<file path="src/rtl/h80_uart_tx.sv">
// h80_uart_tx: byte-wide transmit FIFO feeding an 8N1 UART serializer.
// Bytes written over the I/O bus queue in a small FIFO; the serializer pops
// them one at a time and shifts them out LSB first with start and stop bits.
//
// Write handshake: wr_en is a one-cycle valid strobe carrying wr_data; the
// inverse of the registered full flag acts as ready. A strobe seen while full
// is not stored and instead sets the sticky overrun flag until reset.
module h80_uart_tx #(
    parameter int CLKS_PER_BIT = 234,
    parameter int FIFO_DEPTH   = 4
) (
    input  logic       clk,
    input  logic       reset,
    input  logic       wr_en,
    input  logic [7:0] wr_data,
    output logic       full,
    output logic       empty,
    output logic       busy,
    output logic       overrun,
    output logic       txd,
    output logic [1:0] dbg_state
);

    localparam int PTR_W     = (FIFO_DEPTH > 1) ? $clog2(FIFO_DEPTH) : 1;
    localparam int CNT_W     = $clog2(FIFO_DEPTH + 1);
    localparam int BIT_CNT_W = (CLKS_PER_BIT > 1) ? $clog2(CLKS_PER_BIT) : 1;

    typedef enum logic [1:0] {
        ST_IDLE  = 2'd0,
        ST_START = 2'd1,
        ST_DATA  = 2'd2,
        ST_STOP  = 2'd3
    } state_t;

    // FIFO storage and bookkeeping
    logic [7:0]       mem [FIFO_DEPTH];
    logic [PTR_W-1:0] wr_ptr;
    logic [PTR_W-1:0] rd_ptr;
    logic [CNT_W-1:0] count;
    logic [CNT_W-1:0] count_next;
    logic             push;
    logic             pop;

    // Serializer registers and their next values
    state_t               state;
    state_t               state_next;
    logic [BIT_CNT_W-1:0] bit_cnt;
    logic [BIT_CNT_W-1:0] bit_cnt_next;
    logic [2:0]           bit_idx;
    logic [2:0]           bit_idx_next;
    logic [7:0]           shift_reg;
    logic [7:0]           shift_next;
    logic                 txd_next;
    logic                 bit_end;

    // A write is taken only when the registered full flag is clear; a pop in
    // the same cycle does not make room for it.
    assign push      = wr_en && !full;
    assign bit_end   = (bit_cnt == BIT_CNT_W'(CLKS_PER_BIT - 1));
    assign dbg_state = state;

    // Occupancy after this edge: push and pop together cancel out.
    always_comb begin
        count_next = count;
        case ({push, pop})
            2'b10:   count_next = count + CNT_W'(1);
            2'b01:   count_next = count - CNT_W'(1);
            default: count_next = count;
        endcase
    end

    // Store accepted bytes at the tail; storage needs no reset.
    always_ff @(posedge clk) begin
        if (push) begin
            mem[wr_ptr] <= wr_data;
        end
    end

    // FIFO pointers, count, registered status flags and sticky overrun.
    always_ff @(posedge clk) begin
        if (reset) begin
            wr_ptr  <= '0;
            rd_ptr  <= '0;
            count   <= '0;
            full    <= 1'b0;
            empty   <= 1'b1;
            overrun <= 1'b0;
        end else begin
            if (push) begin
                wr_ptr <= wr_ptr + PTR_W'(1);
            end
            if (pop) begin
                rd_ptr <= rd_ptr + PTR_W'(1);
            end
            count <= count_next;
            full  <= (count_next == CNT_W'(FIFO_DEPTH));
            empty <= (count_next == '0);
            if (wr_en && full) begin
                overrun <= 1'b1;
            end
        end
    end

    // Serializer next-state logic: bit timing, shifting and FIFO pops.
    always_comb begin
        state_next   = state;
        bit_cnt_next = bit_cnt;
        bit_idx_next = bit_idx;
        shift_next   = shift_reg;
        txd_next     = txd;
        pop          = 1'b0;
        case (state)
            ST_IDLE: begin
                txd_next     = 1'b1;
                bit_cnt_next = '0;
                if (!empty) begin
                    pop        = 1'b1;
                    shift_next = mem[rd_ptr];
                    state_next = ST_START;
                    txd_next   = 1'b0;
                end
            end
            ST_START: begin
                if (bit_end) begin
                    bit_cnt_next = '0;
                    bit_idx_next = 3'd0;
                    txd_next     = shift_reg[0];
                    shift_next   = shift_reg >> 1;
                    state_next   = ST_DATA;
                end else begin
                    bit_cnt_next = bit_cnt + BIT_CNT_W'(1);
                end
            end
            ST_DATA: begin
                if (bit_end) begin
                    bit_cnt_next = '0;
                    if (bit_idx == 3'd7) begin
                        txd_next   = 1'b1;
                        state_next = ST_STOP;
                    end else begin
                        bit_idx_next = bit_idx + 3'd1;
                        txd_next     = shift_reg[0];
                        shift_next   = shift_reg >> 1;
                    end
                end else begin
                    bit_cnt_next = bit_cnt + BIT_CNT_W'(1);
                end
            end
            ST_STOP: begin
                if (bit_end) begin
                    bit_cnt_next = '0;
                    if (!empty) begin
                        // Back-to-back frame: start bit follows stop directly.
                        pop        = 1'b1;
                        shift_next = mem[rd_ptr];
                        state_next = ST_START;
                        txd_next   = 1'b0;
                    end else begin
                        state_next = ST_IDLE;
                        txd_next   = 1'b1;
                    end
                end else begin
                    bit_cnt_next = bit_cnt + BIT_CNT_W'(1);
                end
            end
            default: begin
                state_next   = ST_IDLE;
                bit_cnt_next = '0;
                txd_next     = 1'b1;
            end
        endcase
    end

    // Serializer state register; txd and busy are registered outputs.
    always_ff @(posedge clk) begin
        if (reset) begin
            state     <= ST_IDLE;
            bit_cnt   <= '0;
            bit_idx   <= 3'd0;
            shift_reg <= 8'h00;
            txd       <= 1'b1;
            busy      <= 1'b0;
        end else begin
            state     <= state_next;
            bit_cnt   <= bit_cnt_next;
            bit_idx   <= bit_idx_next;
            shift_reg <= shift_next;
            txd       <= txd_next;
            busy      <= (state_next != ST_IDLE);
        end
    end

endmodule

</file>
<file path="config.mk">
export PLATFORM = sky130hd
export DESIGN_NAME = h80_uart_tx
export DESIGN_NICKNAME = d
export VERILOG_FILES = /design/src/rtl/h80_uart_tx.sv
export SDC_FILE = /design/constraint.sdc
export NUM_CORES = 1
export LEC_CHECK = 0
export ABC_AREA = 1
export BUFFER_PORTS_ARGS = -buffer_cell sky130_fd_sc_hd__buf_2
export CORE_ASPECT_RATIO = 1.2
export CORE_MARGIN = 2
export CORE_UTILIZATION = 55
export CTS_CLUSTER_SIZE = 20
export DETAILED_ROUTE_END_ITERATION = 10
export GPL_ROUTABILITY_DRIVEN = 0
export GPL_TIMING_DRIVEN = 0
export PLACE_DENSITY_LB_ADDON = 0.1
export SLEW_MARGIN = 20
export SYNTH_ARGS = -nofsm -noshare
export SYNTH_HDL_FRONTEND = slang
export SYNTH_SLANG_ARGS = --single-unit
export TNS_END_PERCENT = 5
</file>
<file path="constraint.sdc">
create_clock -name clk -period 5.1 [get_ports clk]
set_input_delay 0.51 -clock clk [delete_from_list [all_inputs] [get_ports clk]]
set_output_delay 0.51 -clock clk [all_outputs]
set_load 0.1 [all_outputs]
</file>
# == Word level (Yosys, flattened, before mapping) ==
# Memories as Yosys holds them, arrays and structs flattened. A register that Yosys moved wholly into a read port is not among the register bits.
# Cells that the tools add are included.
# word_totals
ff_bits,33
latchBits,0
word_cells,75
memories,1
mem_bits_ro,0
ramBits,32
# mem_list
memory,depth,word_bits,read_ports,rd_ports_with_merged_regs,wr,line,rtl
mem,4,8,1,1,1,36,logic [7:0] mem [FIFO_DEPTH];
# classes
n_eq_ne,12
n_reduce_logical,11
shifts,0
mux,33
add_sub_neg,6
bitwise,0
order_cmp,0
n_mul,0
n_div,0
# ops
operator,count
two-way mux 8 bit,6
case mux 8 bit (4 select lines),1
case mux 8 bit (2 select lines),1
two-way mux 2 bit,7
case mux 3 bit (2 select lines),2
two-way mux 1 bit,10
two-way mux 3 bit,3
"adder 8 x 1 -> 8 bit, second input constant",1
"equality test 8 bit, second input constant",1
"!= test 2 bit, second input constant",4
case mux 2 bit (4 select lines),1
AND reduction 4 bit,2
"adder 3 x 1 -> 3 bit, second input constant",2
"equality test 2 bit, second input constant",3
"equality test 3 bit, second input constant",2
"adder 2 x 1 -> 2 bit, second input constant",2
"equality test 2 x 1 -> 1 bit, second input constant",2
case mux 1 bit (4 select lines),1
nonzero test 2 bit,2
zero test 3 bit,1
AND reduction 3 bit,1
OR reduction 3 bit,1
"subtractor 3 x 1 -> 3 bit, second input constant",1
logical AND 1 bit,2
other kinds (3),3

# == Longest topological paths before layout ==
# Gate-level depths: netlist of run 1.
# depth
depth_word,6
depth_mapped,13
ltp_nobuf,13

# == Worst setup path after synthesis of run 1 ==
# No wires, ideal clock.
# synth_timing
path_kind,reg-to-reg
from,reg state[1] (netlist: dbg_state[1])
to,reg empty
path_stages_with_launch,11
arrival_ns,2.824
slack_ns,2.202
required_time_ns,5.026
path_buffers,0
setup_time_ns,0.074
period_less_slack_ns,2.898
cell_sequence,dfxtp_1 ha_1 inv_1 nor2_1 nand3_1 a21oi_1 ha_1 fa_1 mux2i_1 nand2_1 o21ai_0
# synth_between
elab_chain_len,5
elab_cells_between_ends,7
cone_classes,3 x eq/ne; 2 x mux; 2 x reduce/logical
# synth_rtl
element,line,rtl
"start, declared",45,state_t state;
"start signal, assigned",184,state <= state_next;
equality test 2 bit or zero test 2 bit (tied branches),112,case (state)
case mux 1 bit (2 select lines) *,112,
equality test 2 x 1 -> 1 bit or equality test 2 bit (tied branches),65,"case ({push, pop})"
case mux 3 bit (2 select lines) *,65,
zero test 3 bit *,97,empty <= (count_next == '0);
"end signal, assigned",97,
"end, declared",17,"output logic empty,"
# Mark *: on every way between the ends. The rest lies on a longest branch, timed or not.
# A chain may end at the register's enable or synchronous reset.

# == Worst setup path after layout of run 1 ==
# Ends and elaborated chain as after synthesis.

==> results of run 1 <==
[routing by layer]
| metal | wire [um] | vias up | GRT usage [%] |
|---|---|---|---|
| met5 | 0 | - | 0 |
| li1 | - | 1215 | - |
| met1 | 2740 | 1021 | 26.7 |
| met4 | 94 | 0 | 10.6 |
| met3 | 171 | 6 | 3.60 |
| met2 | 2640 | 27 | 31.2 |
[cell type report]
type	instances	area, um^2
plain buffers	9	55.1
clock buffers	9	124
flip-flops and latches	67	1660
inverters	68	255
fillers	481	2090
multi-input cells	228	1160
well taps	64	80.1
repair buffers	17	85.1
clock inverters	7	77.6
[cell usage after synthesis, drive strengths merged]
library cell,n,area [um^2]
a31oi,1,6.26
nand3b,1,20.0
clkinv,1,3.75
dfxtp,35,701
edfxtp,32,961
nor2,42,170
clkbuf,5,28.8
and3,1,7.51
nand2,101,407
mux2i,1,10.0
nor3b,3,22.5
ha,13,163
or2,1,6.26
xor2,3,26.3
o21ai,14,70.1
a211oi,1,7.51
buf,4,26.3
fa,1,20.0
inv,67,251
nand3,24,120
nand4,3,18.8
nor3,2,10.0
a21oi,16,80.1
[logic make-up after synthesis]
family | count (synthesis) | share of synthesized area [%]
AOI/OAI and AO/OA | 32 | 5.23
xor gates and xnor gates | 3 | 0.838
adders and majority gates | 14 | 5.82
buffers and inverters | 77 | 9.89
DFF | 67 | 53.0
muxes | 1 | 0.319
and+or+nand+nor | 178 | 24.9
[power by group through the flow]
stage                     Combinational [mW]  Clock [mW]  Sequential, mW
after floorplan                        0.565           0           0.853
after global placement                 0.864           0           0.715
after detailed placement               0.881           0           0.718
after CTS                              0.887       0.447           0.706
after global routing                   0.999       0.464           0.714
final                                  0.880       0.440           0.705
[worst paths after layout]
check                     endpoint
max               empty$_SDFF_PP1_
min            mem[3][6]$_DFFE_PP_
min reg2reg  bit_cnt[0]$_SDFF_PP0_
max reg2reg       empty$_SDFF_PP1_
[per-stage QoR]
stage / std cells / utilization, %
6_report: 469 / 62.6
5_1_grt: 469 / 62.6
4_1_cts: 469 / 62.6
3_5_place_dp: 453 / 59.0
3_3_place_gp: 453 / 59.0
2_1_floorplan: 372 / -
==> summary.txt, run 1 <==
Timing
  • RSZ-0062 raised after global routing: no
  • Final hold violation count: 0
  • WHS: about 0.38 ns
  • Sum of negative setup slack: 0 ns
  • Part of the cycle the worst path needs: a little under 50%
  • Final Setup Violations: 0
  • Layout Skew: 0.00879 ns
  • Worst slew margin: 45.5%
  • Final Max Slew Viols: 0
  • Clock period minus worst slack: ~2.5 ns
  • Tightest Pin Transition: slightly above 0.8 ns
  • Highest clock rate: about 410 MHz
  • Setup ws final: between 2 and 3 ns

Global route
  • Initial antenna violation count: 0
  • Total global routing track utilization: 20.1%
  • First-pass GRT wire length: roughly 9500 um
  • Grt ovf: 0
  • Largest net degree at the start of global routing: 14
  • Vias in the first global route: around 2100

Pwr
  • Psw: slightly below 0.9 mW
  • Internal power: about 1.2 mW
  • PwrDens: between 500 and 600 mW/mm^2
  • Tot Pwr: 2.02 mW
  • Combinational fraction of design power: between 40 and 50%
  • Sw Ratio: 43.2%
  • Reg power frac: 34.8%
  • LEAKAGE: between 1.5 and 2 nW
  • Clock Power Share: around 22%
  • Peak VDD IR: 0.380 mV

Placement
  • Worst slack, placed: 2.65 ns
  • Placed inst area: 0.00330 mm^2
  • PortBufs: 17
  • Post-DP HPWL: ~4000 um

Drt
  • WL final: between 5000 and 6000 um
  • Total vias in the final route: 2269
  • Drc violations: 0
  • Vias per cell: roughly 4.8
  • Drt wl/cell: approximately 12 um
  • 1st-iter DRT viols: 66
  • Drt pass-1 iters: 4
  • Routed Antenna Nets: 0

Worst setup path
  • WP buf/inv: 1
  • Highest cell delay on the worst timing path: 0.46 ns
  • Worst Path Arrival: 2.73 ns
  • Critical Path Start: dbg_state[1]$_SDFF_PP0_
  • CP Max Fanout: 7
  • CP top delay family: adder cells
  • Worst Path Required: approximately 5.4 ns
  • R2R cell count: 10
  • Critical path's most frequent cell: ha_1
  • Cell Chain, Critical Path: ha_1, inv_1, nor2_1, nand3_1, a21oi_1, ha_1, fa_1, mux2i_1, nand2_1, o21ai_0
  • Type of origin of the critical path: flip-flop
  • Slowest cell on crit path: dfxtp_1
  • Crit Path Category: reg -> reg
  • Number of cells on the critical path: 10
  • Setup crit end kind: flip-flop
  • Worst r2r src: dbg_state[1]$_SDFF_PP0_
  • Register-to-register setup slack: approximately 2.6 ns

Floorplan
  • Row cnt: 30
  • Core Box Area: between 0.005 and 0.006 mm^2
  • Die Span Y: roughly 87 um
  • Die area: roughly 0.0063 mm^2
  • IO Count: 18
  • Die extent in x: between 70 and 80 um
  • Initial Util: a little under three fifths

Logic synthesis
  • Post-synthesis sequential area ratio: between 50% and 60%
  • Synthesis-stage register bit count: 67
  • Post-Syn Area: ~0.0031 mm^2
  • Post-Syn Instances: 372
  • Syn_nets: between 300 and 400
  • Avg Cell Area, Syn: approximately 8.4 um^2
  • Count of cell types in the netlist: 30
  • Ys Warns: 0

CTS
  • CTS tree: built
  • Post-cts sizing count: 0
  • CTS buffer count: 9
  • Setup Fix Bufs, Post-CTS: 0
  • Sink Count: 67
  • Worst-path clk slew: 0.08 ns
  • H-tree Lvls: 3
  • Clock Latency Late Sink: around 0.34 ns
  • Clock buffer depth: 2
  • CTS root buffer: clkbuf_8
  • CTS Hold Bufs: 0

Finish
  • Post-route cell area: 0.00350 mm^2
  • Antenna Cells: 0
  • Commonest cells after routing, fill and taps aside: nand2_1 (94), inv_1 (66), nor2_1 (39)
  • Most common cell after layout, fill and taps aside: nand2_1
  • Share of layout cells above drive strength 1: about an eighth
  • Nets: about 430
  • Max reg flops: 32
  • Synth-to-layout area growth: 11.7%

Min path
  • Min-delay src: wr_data[6]
  • Hold Path Stages: 1
  • Hold WC Path Type: in -> reg

Run
  • Max-cap violations: 0

Outcome
  • Status: completed
(Power assumes the default switching activity.)
==> run 2: changes to the inputs <==
==> constraint.sdc (replaced) <==
create_clock -name clk -period 2.3 [get_ports clk]
set_input_delay 0.23 -clock clk [delete_from_list [all_inputs] [get_ports clk]]
set_output_delay 0.23 -clock clk [all_outputs]
set_load 0.1 [all_outputs]
==> run 2 against run 1 <==
Power is 130% higher. Via count is 2.8% higher. Critical path type unchanged. Worst hold slack worse by 0.26 ns. Routed wire length is 0.16% higher. Global-route usage is 0.72 points lower. Core utilization is 1.6 points higher. Maximum frequency is 14% higher. First-iteration DRC count is 32% higher. Setup slack worse by 2.5 ns. Cell count is 0.43% higher. Die area stayed put.
==> summary.txt, run 2 (same netlist as run 1, synthesis figures left out) <==
Pwr
  • Peak VDD IR: 0.595 mV (+57%)
  • PwrDens: 1310 mW/mm^2 (+130%)
  • LEAKAGE: 1.67 nW (+1.7%)
  • Tot Pwr: 4.69 mW (+130%)

Finish
  • Area occupied by registers: 0.00167 mm^2 (+0.68%)
  • Fillers: 486 (+1.0%)
  • Finished Layout Cells: 471 (+0.43%)
  • Share of layout cells above drive strength 1: 15.5% (+2.6 points)
  • Final Util: 64.3% (+1.6 points)
  • Commonest cells after routing, fill and taps aside: nand2_1 (93), inv_1 (66), nor2_1 (39)
  • Max reg flops: 32 (unchanged)
  • Antenna Cells: 0 (unchanged)
  • Most common cell after layout, fill and taps aside: nand2_1
  • Multi-input logic area: 0.00122 mm^2 (+4.8%)
  • Synth-to-layout area growth: 14.6%
  • Nets: 427 (+0.47%)

Drt
  • Drt pass-1 iters: 4 (unchanged)
  • WL final: 5650 um (+0.16%)
  • 1st-iter DRT viols: 87 (+32%)
  • Drc violations: 0 (unchanged)
  • Routed Antenna Nets: 0 (unchanged)
  • Vias per cell: 4.95 (+2.3%)
  • Drt wl/cell: 12.0 um (-0.27%)
  • Total vias in the final route: 2332 (+2.8%)

Timing
  • Tightest Pin Transition: 0.827 ns (+0.0122 ns)
  • Clock period minus worst slack: 2.16 ns (-0.301 ns)
  • Part of the cycle the worst path needs: 93.9% (+46 points)
  • RSZ-0062 raised after global routing: no
  • WHS: 0.118 ns (-0.259 ns)
  • Layout Skew: 0.00562 ns (-0.00317 ns)
  • Final Setup Violations: 0 (unchanged)
  • Sum of negative setup slack: 0 ns (unchanged)
  • Highest clock rate: 463 MHz (+14%)
  • Worst slew margin: 44.7% (-0.82 points)
  • Final hold violation count: 0 (unchanged)
  • Final Max Slew Viols: 0 (unchanged)

Placement
  • PortBufs: 17 (unchanged)
  • Post-DP HPWL: 3900 um (-1.8%)
  • Placed Cells: 453 (unchanged)

Floorplan
  • Row cnt: 30 (unchanged)
  • Die area: 0.00633 mm^2 (unchanged)
  • Core Box Area: 0.00559 mm^2 (unchanged)
  • Die extent in x: 72.9 um (unchanged)
  • Initial Util: 56.1% (unchanged)
  • IO Count: 18 (unchanged)
  • Die Span Y: 86.7 um (unchanged)

CTS
  • Worst-path clk slew: 0.07 ns (about the same)
  • CTS buffer count: 9 (unchanged)
  • Sink Count: 67 (unchanged)
  • Clock Latency Late Sink: 0.33 ns (about the same)
  • CTS root buffer: clkbuf_8
  • CTS tree: built
  • Clock buffer depth: 2 (unchanged)
  • CTS Hold Bufs: 0 (unchanged)
  • H-tree Lvls: 3 (unchanged)

Run
  • Max-cap violations: 0 (unchanged)

Global route
  • Grt ovf: 0 (unchanged)
  • Vias in the first global route: 2132 (+2.3%)
  • Largest net degree at the start of global routing: 12 (-2)
  • First-pass GRT wire length: 9340 um (-1.7%)
  • Initial antenna violation count: 0 (unchanged)
  • Total global routing track utilization: 19.4% (-0.72 points)

Worst setup path
  • Worst Path Required: 2.56 ns (-2.81 ns)
  • CP Max Fanout: 3 (-4)
  • Crit Path Category: reg -> reg
  • Worst Path Arrival: 2.42 ns (-0.31 ns)
  • Setup crit end kind: flip-flop
  • Type of origin of the critical path: flip-flop

Min path
  • Hold WC Path Type: in -> reg

Outcome
  • Status: completed
==> run 2: cell count changes in the layout (fill, tap and decap cells not counted), sizes merged <==
cell / change
buf: +2
clkinvlp: -3
clkbuf: +2
bufinv: +1
clkinv: +1
inv: -1
==> run 2: metal layers <==
metal | vias up | global-route usage [%] | share of wire (%)
met5 | - | 0 | 0
met4 | 0 | 9.60 | 1.5
met3 | 8 | 3.14 | 3.1
met2 | 48 | 31.7 | 47
met1 | 1056 | 24.9 | 49
li1 | 1220 | - | -
==> run 2: metrics by stage <==
step | cell area (um^2) | worst slack, ns
floorplan | 3160 | 0.0209
global placement | 3330 | 0.0454
detailed placement | 3330 | 0.0298
CTS | 3540 | 0.00839
global route | 3590 | 0.0240
finish | 3590 | 0.140
==> run 2: where the power goes <==
group	leakage [nW]	switching (mW)	internal [mW]
clock network	0.103	0.429	0.608
registers	0.583	0.108	1.48
logic	0.989	1.40	0.675
==> run 2: cell type report <==
cell class	count	area share (%)
clock buffers	11	3.66
repair buffers	19	2.79
multi-input cells	228	34.0
inverters	68	7.10
plain buffers	9	1.53
well taps	64	2.23
clock inverters	5	2.16
flip-flops and latches	67	46.6
==> run 2: path summary, 6_finish.rpt <==
path	startpoint	endpoint	slack, ns	cells past startpoint
max	bit_cnt[1]$_SDFF_PP0_	empty$_SDFF_PP1_	0.14	11
min	wr_data[6]	mem[1][6]$_DFFE_PP_	0.12	1
max reg2reg	bit_cnt[1]$_SDFF_PP0_	empty$_SDFF_PP1_	0.14	11
min reg2reg	bit_cnt[0]$_SDFF_PP0_	bit_cnt[0]$_SDFF_PP0_	0.43	1
==> run 2: repair_timing <==
action | in CTS | in global routing
buffers inserted | 1 | 1
setup endpoints to repair | 1 | 4
pin swaps | 1 | 2
gates resized for setup | 0 | 10
gates cloned | 0 | 0
==> run 2: worst max-delay path, cell delays in order (launching register included) <==
cell and delay [ns]:
dfxtp_2 0.33, inv_1 0.05, ha_1 0.15, nand2_2 0.06, nor2_4 0.12, nand3_2 0.14, a21oi_4 0.19, ha_4 0.17
fa_1 0.42, mux2i_1 0.20, nand2_1 0.11, o21ai_0 0.15
==> run 3: changes to the inputs <==
--- a/config.mk
+++ b/config.mk
@@ -5,7 +5,6 @@
 export SDC_FILE = /design/constraint.sdc
 export NUM_CORES = 1
 export LEC_CHECK = 0
-export ABC_AREA = 1
 export BUFFER_PORTS_ARGS = -buffer_cell sky130_fd_sc_hd__buf_2
 export CORE_ASPECT_RATIO = 1.2
 export CORE_MARGIN = 2
==> run 3 against run 2 <==
The run now ends with setup timing left. Largest power group is now sequential cells. Clock skew up 0.0064 ns. Register-to-register slack got worse by 0.31 ns. Count of clock-buffer cells in the layout rose by 1. Core utilization grew 0.57 points. Routed wire length increased by 0.89%. Largest cell class unchanged. Maximum frequency is 12% lower. Critical path type unchanged.
==> summary.txt, run 3 <==
Logic synthesis
  • Asr flop ratio synth: 0% (unchanged)
  • Post-Syn Area: 0.00291 mm^2 (-7.4%)
  • Syn_nets: 283 (-29%)
  • Count of cell types in the netlist: 41 (+37%)
  • Post-synthesis sequential area ratio: 57.2% (+4.2 points)
  • Top-area cell type share of the netlist area: 33.1% (+2.4 points)
  • Top-count cell post-synth: dfxtp_1
  • Synth Flop Type: dfxtp_1
  • Synth area leaders: edfxtp_1 (33%), dfxtp_1 (24%), ha_1 (5.6%)
  • Area leader, netlist: edfxtp_1
  • Synthesis-stage register bit count: 67 (unchanged)
  • Post-Syn Instances: 258 (-31%)
  • Synth top cells by count: dfxtp_1 (35), edfxtp_1 (32), a21oi_1 (21)
  • Number of synthesized flops with an enable pin: 32 (unchanged)
  • Ys Warns: 0 (unchanged)
  • Avg Cell Area, Syn: 11.3 um^2 (+34%)

Timing
  • Final Setup Violations: 3 (+3)
  • Tightest Pin Transition: 0.662 ns (-0.165 ns)
  • WHS: 0.0999 ns (-0.0181 ns)
  • Clock period minus worst slack: 2.47 ns (+0.308 ns)
  • Highest clock rate: 405 MHz (-12%)
  • Final hold violation count: 0 (unchanged)
  • Part of the cycle the worst path needs: 107% (+13 points)
  • Layout Skew: 0.0120 ns (+0.00642 ns)
  • Setup ws final: -0.168 ns (-0.308 ns)
  • RSZ-0062 raised after global routing: yes
  • Worst slew margin: 55.9% (+11 points)
  • Final Max Slew Viols: 0 (unchanged)

Global route
  • First-pass GRT wire length: 9340 um (about the same)
  • Initial antenna violation count: 0 (unchanged)
  • Total global routing track utilization: 20.6% (+1.2 points)
  • Largest net degree at the start of global routing: 19 (+7)
  • Grt ovf: 0 (unchanged)
  • Vias in the first global route: 2079 (-2.5%)

Finish
  • Synth-to-layout area growth: 15.8%
  • Antenna Cells: 0 (unchanged)
  • Share of layout cells above drive strength 1: 18.9% (+3.4 points)
  • Commonest cells after routing, fill and taps aside: edfxtp_1 (32), dfxtp_1 (31), buf_2 (20), a21oi_1 (20), nor2_1 (20)
  • Fillers: 442 (-9.1%)
  • Most common cell after layout, fill and taps aside: edfxtp_1
  • Finished Layout Cells: 359 (-24%)
  • Max reg flops: 32 (unchanged)
  • Post-route cell area: 0.00336 mm^2 (-6.4%)
  • Nets: 317 (-26%)

Drt
  • Vias per cell: 5.85 (+18%)
  • Total vias in the final route: 2100 (-9.9%)
  • Routed Antenna Nets: 0 (unchanged)
  • Drc violations: 0 (unchanged)
  • Drt pass-1 iters: 4 (unchanged)
  • Drt wl/cell: 15.9 um (+32%)
  • 1st-iter DRT viols: 213 (+140%)
  • WL final: 5700 um (+0.89%)

CTS
  • CTS buffer count: 9 (unchanged)
  • Sink Count: 67 (unchanged)
  • Clock Latency Late Sink: 0.34 ns (about the same)
  • H-tree Lvls: 3 (unchanged)
  • CTS root buffer: clkbuf_8
  • CTS Hold Bufs: 0 (unchanged)
  • Clock buffer depth: 2 (unchanged)
  • Worst-path clk slew: 0.07 ns (about the same)
  • CTS tree: built

Worst setup path
  • Worst Path Required: 2.57 ns (about the same)
  • Type of origin of the critical path: flip-flop
  • Crit Path Category: reg -> reg
  • Setup crit end kind: flip-flop
  • CP Max Fanout: 5 (+2)
  • Worst Path Arrival: 2.74 ns (+0.32 ns)

Floorplan
  • Core Box Area: 0.00519 mm^2 (-7.2%)
  • IO Count: 18 (unchanged)
  • Row cnt: 29 (-3.3%)
  • Die area: 0.00588 mm^2 (-7.0%)
  • Initial Util: 56.0% (-0.093 points)
  • Die extent in x: 70.3 um (-3.6%)
  • Die Span Y: 83.6 um (-3.6%)

Outcome
  • Status: complete, but fails checks
  • Failing checks: setup timing

Min path
  • Hold WC Path Type: in -> reg

Placement
  • Placed Cells: 337 (-26%)
  • Placed inst area: 0.00310 mm^2 (-6.7%)
  • Post-DP HPWL: 3830 um (-1.8%)
  • PortBufs: 17 (unchanged)

Run
  • Max-cap violations: 0 (unchanged)

Pwr
  • PwrDens: 1140 mW/mm^2 (-12%)
  • LEAKAGE: 1.22 nW (-27%)
  • Peak VDD IR: 0.728 mV (+22%)
[run 3: cell count changes after synthesis, moves of 8 or more]
cell,change
inv_1,-57
mux2i_1,+14
nand2_1,-79
nand3_1,-12
nor2_1,-19
o221ai_1,+8
[run 3: path summary, 6_finish.rpt]
path	start	end	slack [ns]	cells past startpoint
min	wr_data[3]	mem[1][3]$_DFFE_PP_	0.1	1
max reg2reg	bit_cnt[0]$_SDFF_PP0_	full$_SDFF_PP0_	-0.17	10
max	bit_cnt[0]$_SDFF_PP0_	full$_SDFF_PP0_	-0.17	10
min reg2reg	bit_cnt[0]$_SDFF_PP0_	bit_cnt[0]$_SDFF_PP0_	0.45	1
[run 3: worst max-delay path, cell delays in order, from the launching register on]
cell,delay [ns]
dfxtp_2,0.34
ha_2,0.19
and3b_2,0.23
a31oi_4,0.25
nor3_4,0.06
ha_2,0.21
fa_2,0.34
xnor2_1,0.14
or3_1,0.33
a21oi_2,0.17
nor2b_1,0.14
[run 3: area by class of cell]
class	instances	area, um^2	area share (%)
clock inverter	4	42.5	1.26
inverter	9	33.8	1.00
multi-input combinational	172	1210	35.9
sequential	67	1670	49.7
buffer	9	47.5	1.41
timing repair buffer	24	138	4.09
clock buffer	12	145	4.32
tap	62	77.6	2.31
[run 3: stage by stage]
step	worst slack [ns]	power, mW	utilization (%)	setup TNS, ns
6_report	-0.168	3.85	64.8	-0.332
5_1_grt	-0.254	4.04	64.8	-0.580
4_1_cts	-0.138	3.83	64.4	-0.237
3_5_place_dp	-0.392	2.86	59.8	-1.03
3_3_place_gp	-0.320	2.84	59.8	-0.769
2_1_floorplan	-0.274	2.58	-	-0.735
[run 3: logic make-up after synthesis]
kind of cell	after synthesis	synth area share, %
simple gates	77	13.3
flops	67	57.2
compound gates	56	12.0
buf+inv	19	2.58
mux	16	5.94
fa+ha+maj	14	6.29
xor+xnor	9	2.71
[run 3: power breakdown]
part	internal [mW]	switching [mW]	total [mW]	leakage (nW)
logic	0.450	0.859	1.31	0.543
clock network	0.522	0.426	0.948	0.0954
registers	1.45	0.136	1.59	0.582
[run 3: metal layers]
layer | vias up | track usage [%] | part of all wire (%)
met5 | - | 0 | 0
met4 | 0 | 12.1 | 3.2
met3 | 20 | 3.62 | 3.8
met2 | 55 | 33.4 | 49
met1 | 1011 | 25.6 | 44
li1 | 1014 | - | -
[run 3: timing repair]
action	in CTS	in global routing
setup endpoints to repair	4	3
pin swaps	3	3
gates resized for setup	8	0
hold endpoints to repair	0	0
buffers inserted	4	3
gates cloned	0	0
